## src/rtl/spi_ram_burst.sv

```systemverilog
// SPI slave RAM: WR_ADDR/WR_DATA/RD_ADDR/RD_DATA commands with separate write and read pointers and optional burst auto-increment.
// Latency: a write lands at the command edge; read data and tx_valid appear one edge after an accepted RD_DATA.
// Backpressure: dout/tx_valid held until tx_ready; a RD_DATA arriving while the word is still held is dropped and flagged.
//
// Ports:
//   clk, rst             rising-edge clock, synchronous active-high reset
//   rx_valid, din        command strobe and {opcode[1:0], payload[MEM_WIDTH-1:0]}
//   inc_en               post-increment the pointer used by WR_DATA / RD_DATA
//   tx_ready             downstream accepts dout this cycle
//   dout, tx_valid       read word and its valid flag
//   addr_err, rd_overrun one-cycle error pulses
//   wr_addr_q, rd_addr_q pointer observability
module spi_ram_burst #(
    parameter int MEM_WIDTH = 8,
    parameter int ADDR_SIZE = 8,
    parameter int MEM_DEPTH = 256
) (
    input  logic                 clk,
    input  logic                 rst,
    input  logic                 rx_valid,
    input  logic [MEM_WIDTH+1:0] din,
    input  logic                 inc_en,
    input  logic                 tx_ready,
    output logic [MEM_WIDTH-1:0] dout,
    output logic                 tx_valid,
    output logic                 addr_err,
    output logic                 rd_overrun,
    output logic [ADDR_SIZE-1:0] wr_addr_q,
    output logic [ADDR_SIZE-1:0] rd_addr_q
);

    localparam logic [1:0] OP_WR_ADDR = 2'b00;
    localparam logic [1:0] OP_WR_DATA = 2'b01;
    localparam logic [1:0] OP_RD_ADDR = 2'b10;
    localparam logic [1:0] OP_RD_DATA = 2'b11;

    typedef enum logic {
        S_IDLE = 1'b0,
        S_HOLD = 1'b1
    } state_t;

    state_t state_q;
    state_t state_d;

    logic [MEM_WIDTH-1:0] mem [0:MEM_DEPTH-1];

    logic [1:0]           cmd_op;
    logic [ADDR_SIZE-1:0] cmd_addr;
    logic [MEM_WIDTH-1:0] cmd_dat;
    logic                 cmd_addr_ok;
    logic                 is_wr_addr;
    logic                 is_wr_data;
    logic                 is_rd_addr;
    logic                 is_rd_data;
    logic                 rd_accept;
    logic                 rd_drop;

    assign cmd_op   = din[MEM_WIDTH+1:MEM_WIDTH];
    assign cmd_addr = din[ADDR_SIZE-1:0];
    assign cmd_dat  = din[MEM_WIDTH-1:0];

    // Non-power-of-two depths leave a hole at the top of the address space.
    assign cmd_addr_ok = (32'(cmd_addr) < MEM_DEPTH);

    assign is_wr_addr = rx_valid && (cmd_op == OP_WR_ADDR);
    assign is_wr_data = rx_valid && (cmd_op == OP_WR_DATA);
    assign is_rd_addr = rx_valid && (cmd_op == OP_RD_ADDR);
    assign is_rd_data = rx_valid && (cmd_op == OP_RD_DATA);

    // A read is taken whenever the output slot is free or is being emptied this cycle.
    assign rd_accept = is_rd_data && ((state_q == S_IDLE) || tx_ready);
    assign rd_drop   = is_rd_data && (state_q == S_HOLD) && !tx_ready;

    // Pointer post-increment, wrapping at the configured depth rather than 2**ADDR_SIZE.
    function automatic logic [ADDR_SIZE-1:0] next_ptr(input logic [ADDR_SIZE-1:0] p);
        if (32'(p) == MEM_DEPTH - 1) begin
            return '0;
        end
        return p + ADDR_SIZE'(1);
    endfunction

    // FSM: state register
    always_ff @(posedge clk) begin
        if (rst) begin
            state_q <= S_IDLE;
        end else begin
            state_q <= state_d;
        end
    end

    // FSM: next state
    always_comb begin
        state_d = state_q;
        case (state_q)
            S_IDLE: begin
                if (rd_accept) begin
                    state_d = S_HOLD;
                end
            end
            S_HOLD: begin
                if (rd_accept) begin
                    state_d = S_HOLD;
                end else if (tx_ready) begin
                    state_d = S_IDLE;
                end
            end
            default: state_d = S_IDLE;
        endcase
    end

    // FSM: outputs
    always_comb begin
        tx_valid = (state_q == S_HOLD);
    end

    // Storage has no reset so it can map onto a plain RAM; contents survive rst.
    always_ff @(posedge clk) begin
        if (!rst && is_wr_data) begin
            mem[wr_addr_q] <= cmd_dat;
        end
    end

    // Datapath registers: pointers, read word and error pulses.
    always_ff @(posedge clk) begin
        if (rst) begin
            dout       <= '0;
            addr_err   <= 1'b0;
            rd_overrun <= 1'b0;
            wr_addr_q  <= '0;
            rd_addr_q  <= '0;
        end else begin
            addr_err   <= (is_wr_addr || is_rd_addr) && !cmd_addr_ok;
            rd_overrun <= rd_drop;

            if (is_wr_addr && cmd_addr_ok) begin
                wr_addr_q <= cmd_addr;
            end else if (is_wr_data && inc_en) begin
                wr_addr_q <= next_ptr(wr_addr_q);
            end

            if (is_rd_addr && cmd_addr_ok) begin
                rd_addr_q <= cmd_addr;
            end else if (rd_accept && inc_en) begin
                rd_addr_q <= next_ptr(rd_addr_q);
            end

            // Commands are serialised, so a write on the previous edge is already visible here.
            if (rd_accept) begin
                dout <= mem[rd_addr_q];
            end
        end
    end

endmodule
```

## config.mk

```make
export PLATFORM = sky130hd
export DESIGN_NAME = spi_ram_burst
export DESIGN_NICKNAME = d
export VERILOG_FILES = /design/src/rtl/spi_ram_burst.sv
export SDC_FILE = /design/constraint.sdc
export NUM_CORES = 2
export LEC_CHECK = 0
export CAP_MARGIN = 20
export CELL_PAD_IN_SITES_DETAIL_PLACEMENT = 0
export CELL_PAD_IN_SITES_GLOBAL_PLACEMENT = 1
export CORE_MARGIN = 2
export CORE_UTILIZATION = 56
export CTS_CLUSTER_SIZE = 24
export DETAILED_ROUTE_END_ITERATION = 7
export GPL_TIMING_DRIVEN = 0
export PLACE_DENSITY_LB_ADDON = 0.1
export SETUP_SLACK_MARGIN = 0.1
export SLEW_MARGIN = 10
export SYNTH_ARGS = -nofsm -noshare
export SYNTH_HDL_FRONTEND = slang
export SYNTH_SLANG_ARGS = --single-unit
```

## constraint.sdc

```tcl
create_clock -name clk -period 4.05 [get_ports clk]
set_clock_uncertainty 0.1 [all_clocks]
set_input_delay 1.215 -clock clk [delete_from_list [all_inputs] [get_ports clk]]
set_output_delay 1.215 -clock clk [all_outputs]
set_load 0.01 [all_outputs]
```

### Yosys cells after proc, flatten, opt, wreduce, memory -nomap -nowiden

Memory sizes are Yosys's and may differ from the RTL's. A register that Yosys moved wholly into a read port is not among the register bits.
Index checks and enable logic that the tools add are counted.

| storage, ports and cells | value |
|---|---|
| register bits after elaboration | 18 |
| bits in writable memories | 2,048 |
| bits of input ports | 15 |
| output and inout port bits | 27 |
| logic and storage cells | 51 |
| memories kept | 1 |

Memories:

| name | words | bits a word | read ports | clocked after memory_dff | wr ports | RTL line | RTL |
|---|---|---|---|---|---|---|---|
| mem | 256 | 8 | 1 | 1 | 1 | 45 | `logic [MEM_WIDTH-1:0] mem [0:MEM_DEPTH-1];` |

| operators by class | value |
|---|---|
| add/subtract/negate cells | 2 |
| equality and inequality tests | 5 |
| muxes and demuxes | 22 |
| bitwise gates (word level) | 1 |
| reductions and logical operators | 16 |

Operator list:

| kind | count |
|---|---|
| $mux W8 | 8 |
| $add A8 B1 Y8 const B | 2 |
| $eq A8 B8 Y1 const B | 2 |
| $mux W1 | 13 |
| $logic_and A1 B1 Y1 | 10 |
| $eq A2 B2 Y1 const B | 2 |
| $reduce_bool A2 Y1 | 2 |
| $eq A2 B1 Y1 const B | 1 |
| $logic_not A1 Y1 | 2 |
| $logic_not A2 Y1 | 1 |
| $pmux W1 S2 | 1 |
| $logic_or A1 B1 Y1 | 1 |
| $not A1 Y1 | 1 |

### Longest topological paths before layout

| depth | value |
|---|---|
| depth after elaboration | 10 |
| gate-level depth with buffers | 12 |
| depth with buffers taken out | 7 |

### Least setup slack after synthesis

Ideal clock, no wire load.

| path | value |
|---|---|
| path kind | input to register |
| start point | in din[8] |
| end point | mem mem[221][0], enable pin |
| library setup time | 0.370 ns |
| arrival time | 2.905 ns |
| required time | 3.580 ns |
| slack | 0.675 ns |
| cell stages on the path | 7 |
| buffers on the path | 2 |
| path through | clkbuf_1 nand2_1 nor3_1 and2_1 nand3_1 clkbuf_1 nor2_1 |

| between the ends | value |
|---|---|
| word-level cells in the longest chain between the ends | 5 |

Ends and longest elaborated chain:

| item | RTL line | RTL |
|---|---|---|
| start, declared | 21 | `input logic [MEM_WIDTH+1:0] din,` |
| $eq A2 B1 Y1 | 66 | `assign is_wr_data = rx_valid && (cmd_op == OP_WR_DATA);` |
| $logic_and A1 B1 Y1 | 66 |  |
| $logic_and A1 B1 Y1 | 118 | `if (!rst && is_wr_data) begin` |
| $mux W1 | 118 |  |
| $mux W1 (implied by the code) | 119 | `mem[wr_addr_q] <= cmd_dat;` |
| end, declared | 45 |  |

Every way passes these cells.

### Worst setup path after layout

| path | value |
|---|---|
| start point | in rx_valid |
| end point | mem mem[159][6], enable pin |

| between the ends | value |
|---|---|
| word-level cells in the longest chain between the ends | 4 |

Ends and longest elaborated chain:

| item | RTL line | RTL |
|---|---|---|
| start, declared | 20 | `input logic rx_valid,` |
| $logic_and A1 B1 Y1 | 66 |  |
| $logic_and A1 B1 Y1 | 118 |  |
| $mux W1 | 118 |  |
| $mux W1 (implied by the code) | 119 |  |

Every way passes these cells.

==> results.ini <==
[run_status]
outcome = finished, violations left
violations = negative setup slack

[drt]
wl_met1_um = 88700
top_layer = met4
drc_errors = 0
vias_per_cell = 6.662
antenna_left = 0
first_iter_violations = 6059
met3_length_um = 24240
wl_met2_um = 108200
wirelength_um = 230800
num_vias = 42419
post_drt_wl_per_cell_um = 36.25
drtPass1Iterations = 8

[power_and_ir_drop]
p_per_area_mw_per_mm2 = 489.4
ir_drop_mv = 0.4075
leakagePower_nw = 27.57

[synthesis]
ys_ff_latch = 2074
yosys_warnings = 0
synth_fp_nets = 4035
async_flop_share_pct = 0
yosysSeqAreaShare_pct = 76.27
synth_edf_count = 2048
syn_inst = 4015
syn-mean-instance-area_um2 = 20.25
synth_cell_type_count = 67
synthesis.area_mm2 = 0.08132
synth_ff_type = edfxtp_1

[final_layout]
fin_util_pct = 63.85
fin_cells = 6367
synthToLayoutAreaGrowth_pct = 12.94
final_nets = 4302
drive_gt1_share_pct = 25.16

[die]
io_pins = 42
die_area_mm2 = 0.1483
die_y_um = 385.1
rows = 139
die_x_um = 385.1
start_util_pct = 56.54
core_area_mm2 = 0.1438

[setup_path]
reg2reg_slack_ns = 0.04
r2r_cells = 9
worst-setup-path-type = primary input to register
worstSetupStartpointType = primary input
slowest_delay_ns = 0.78
reg2reg_from = rd_addr_q[4]
crit_chain = clkdlybuf4s50_1 > nand2_1 > nor3_2 > nand2_1 > clkbuf_2 > nor2_1
crit_top_cell = nand2_1
end_kind = register
critPathRequiredTime_ns = 4.42
cp_max_fo = 10
worstPathArrival_ns = 4.49
r2r_end = dout[4]
cp_top_family = simple AND/OR/NAND/NOR gates
cp.buffers_inverters = 2
critPathSlowestCell = nor2_1

[sta]
slew_violations = 0
max-slew-margin-rel_pct = 14.98
hold_viol_final = 0
setup_viol = 32
worst_pin_slew_ns = 1.275
fin_crit_sh_pct = 101.7
holdWs_ns = 0.4630
period_needed_ns = 4.120
setup_slack_ns = -0.06993
rsz0062_at_grt = true
clock.fmax_mhz = 242.7
setup_tns_ns = -1.554

[hold_path]
hold_path_depth = 2
min_path_type = register to register
hold-path-endpoint = wr_addr_q[1]
hp-start = wr_addr_q[1]

[clock_network]
cts_tree = built
hold_buffers = 0
clk_pin_slew_ns = 0.07
clockRootBuffer = clkbuf_16
cts_buffers = 201
h-tree-depth = 4
clock-sinks = 2074
postCtsSetupBuffers = 0
clock_path_buffers = 3
clock_latency_ns = 0.85

[place]
io_buffers = 39
dp.final_hpwl_um = 153700
dp.cells = 5982
preCtsSetupSlack_ns = -1.461
gp_congestion = 0.9336

[global_routing]
first_global_vias = 41054
track_usage_pct = 31.53
grt_pass1_wl_um = 318600
overflow = 0
grt_max_degree = 147
antenna_found_initial = 7

[job]
drv_cap = 0

## kinds of logic after synthesis
kind of cell,share of synthesized area (%)
adders and majority gates,0.07693
buffers and inverters,2.310
DFF,76.27
muxes,14.32
other,0.004612
xor gates and xnor gates,0.01077
and+or+nand+nor,2.640
AOI/OAI and AO/OA,4.371
## state kept, by name (all words and copies together) (netlist names)
name and flops:
dout 8, wr_addr_q 8, tx_valid 1, rd_overrun 1, mem 2048, rd_addr_q 8
## power breakdown
part	total (mW)	internal [mW]	switching (mW)
sequential	23.6	23.6	0.0328
clock	18.8	10.7	8.11
combinational	2.49	0.901	1.59
## worst register-to-register path, delay by kind of cell (launching register included)
family | cells | cell delay [ns]
compound gates | 3 | 1.07
simple gates | 3 | 0.93
flops | 1 | 0.47
buf+inv | 3 | 1.36
## cells in the final DEF, fill, tap and decap left out, types with 31 or more instances in the layout
cell type / n
clkbuf_1: 111
mux2_2: 32
buf_6: 38
clkinv_1: 47
mux2i_1: 254
clkinv_2: 33
buf_4: 56
o21ai_0: 68
clkdlybuf4s50_1: 31
mux4_2: 388
nor2_2: 130
o22ai_1: 93
a21oi_1: 84
edfxtp_1: 2048
nor2_1: 154
buf_2: 43
clkbuf_16: 202
a22oi_1: 84
nand2_1: 68
a211oi_1: 50
## cell type report
type / instances / area [µm²]
flip-flops and latches: 2074 / 62030
fillers: 9730 / 51990
multi-input cells: 1690 / 17980
clock buffers: 255 / 5284
well taps: 1903 / 2381
plain buffers: 244 / 1906
clock inverters: 126 / 1292
repair buffers: 64 / 934.6
inverters: 7 / 26.28
diodes: 4 / 10.01
## per-stage QoR
step / power, mW / cell area [µm²]
finish: 44.94 / 91840
floorplan: 25.37 / 81320
CTS: 45.01 / 91640
global placement: 26.71 / 84090
global route: 45.99 / 91830
detailed placement: 26.53 / 84650
## layer usage
metal | GRT usage (%) | up-vias
met2 | 48.68 | 2444
met4 | 12.56 | 0
met3 | 6.969 | 405
met5 | 0 | -
met1 | 44.35 | 22362
li1 | - | 17208
## how the worst max path moves through the flow
| stage | from | to | slack [ns] | depth (start not counted) |
|---|---|---|---|---|
| floorplan | din[8] | mem[221][0] | 0.67 | 7 |
| global placement | din[5] | mem[34][5] | -6.59 | 1 |
| detailed placement | rx_valid | mem[147][4] | -1.46 | 6 |
| CTS | rx_valid | mem[169][1] | -0.001 | 7 |
| global route | rx_valid | mem[111][6] | -0.06 | 6 |
| finish | rx_valid | mem[159][6] | -0.07 | 6 |
## cell usage after synthesis, types with 4 or more instances
cell       count  area, µm²
a2111oi_0     10      87.58
a2111oi_2      6      90.09
a211oi_1      59      442.9
a21oi_1       86      430.4
a221oi_1       5      43.79
a22o_1         7      61.31
a22oi_1       84      630.6
a31oi_1       17      106.4
and2_1         9      56.30
and3_1        14      87.58
buf_12        19      380.4
buf_2         42      210.2
buf_4         49      367.9
buf_6         38      427.9
buf_8          9      135.1
clkbuf_1      82      307.8
dfxtp_1       26      520.5
edfxtp_1    2048      61500
ha_1           5      62.56
inv_1          7      26.28
mux2_2        32      360.4
mux2i_1      254       2542
mux4_2       388       8738
nand2_1       75      281.5
nand2b_1       7      43.79
nand3_1       26      130.1
nand4_1        8      50.05
nor2_1       298       1119
nor2b_1       11      68.82
nor3_1         6      30.03
nor3b_1        6      45.04
nor4_1         5      31.28
o2111ai_1      7      61.31
o21ai_0       69      345.3
o21ai_1       19      95.09
o221ai_1      16      140.1
o221ai_2       9      135.1
o22ai_1       93      581.8
o2bb2a_1       7      70.07
o311ai_1       7      61.31
o31ai_1        8      60.06
or3_1          4      25.02
## repair_timing
item / 4_1_cts / 5_1_grt
cloned: 0 / 0
pin swaps: 0 / 0
setup endpoints to repair: 1299 / 847
resized for setup: 158 / 63
Note: power is estimated with default switching activity, not from simulation.
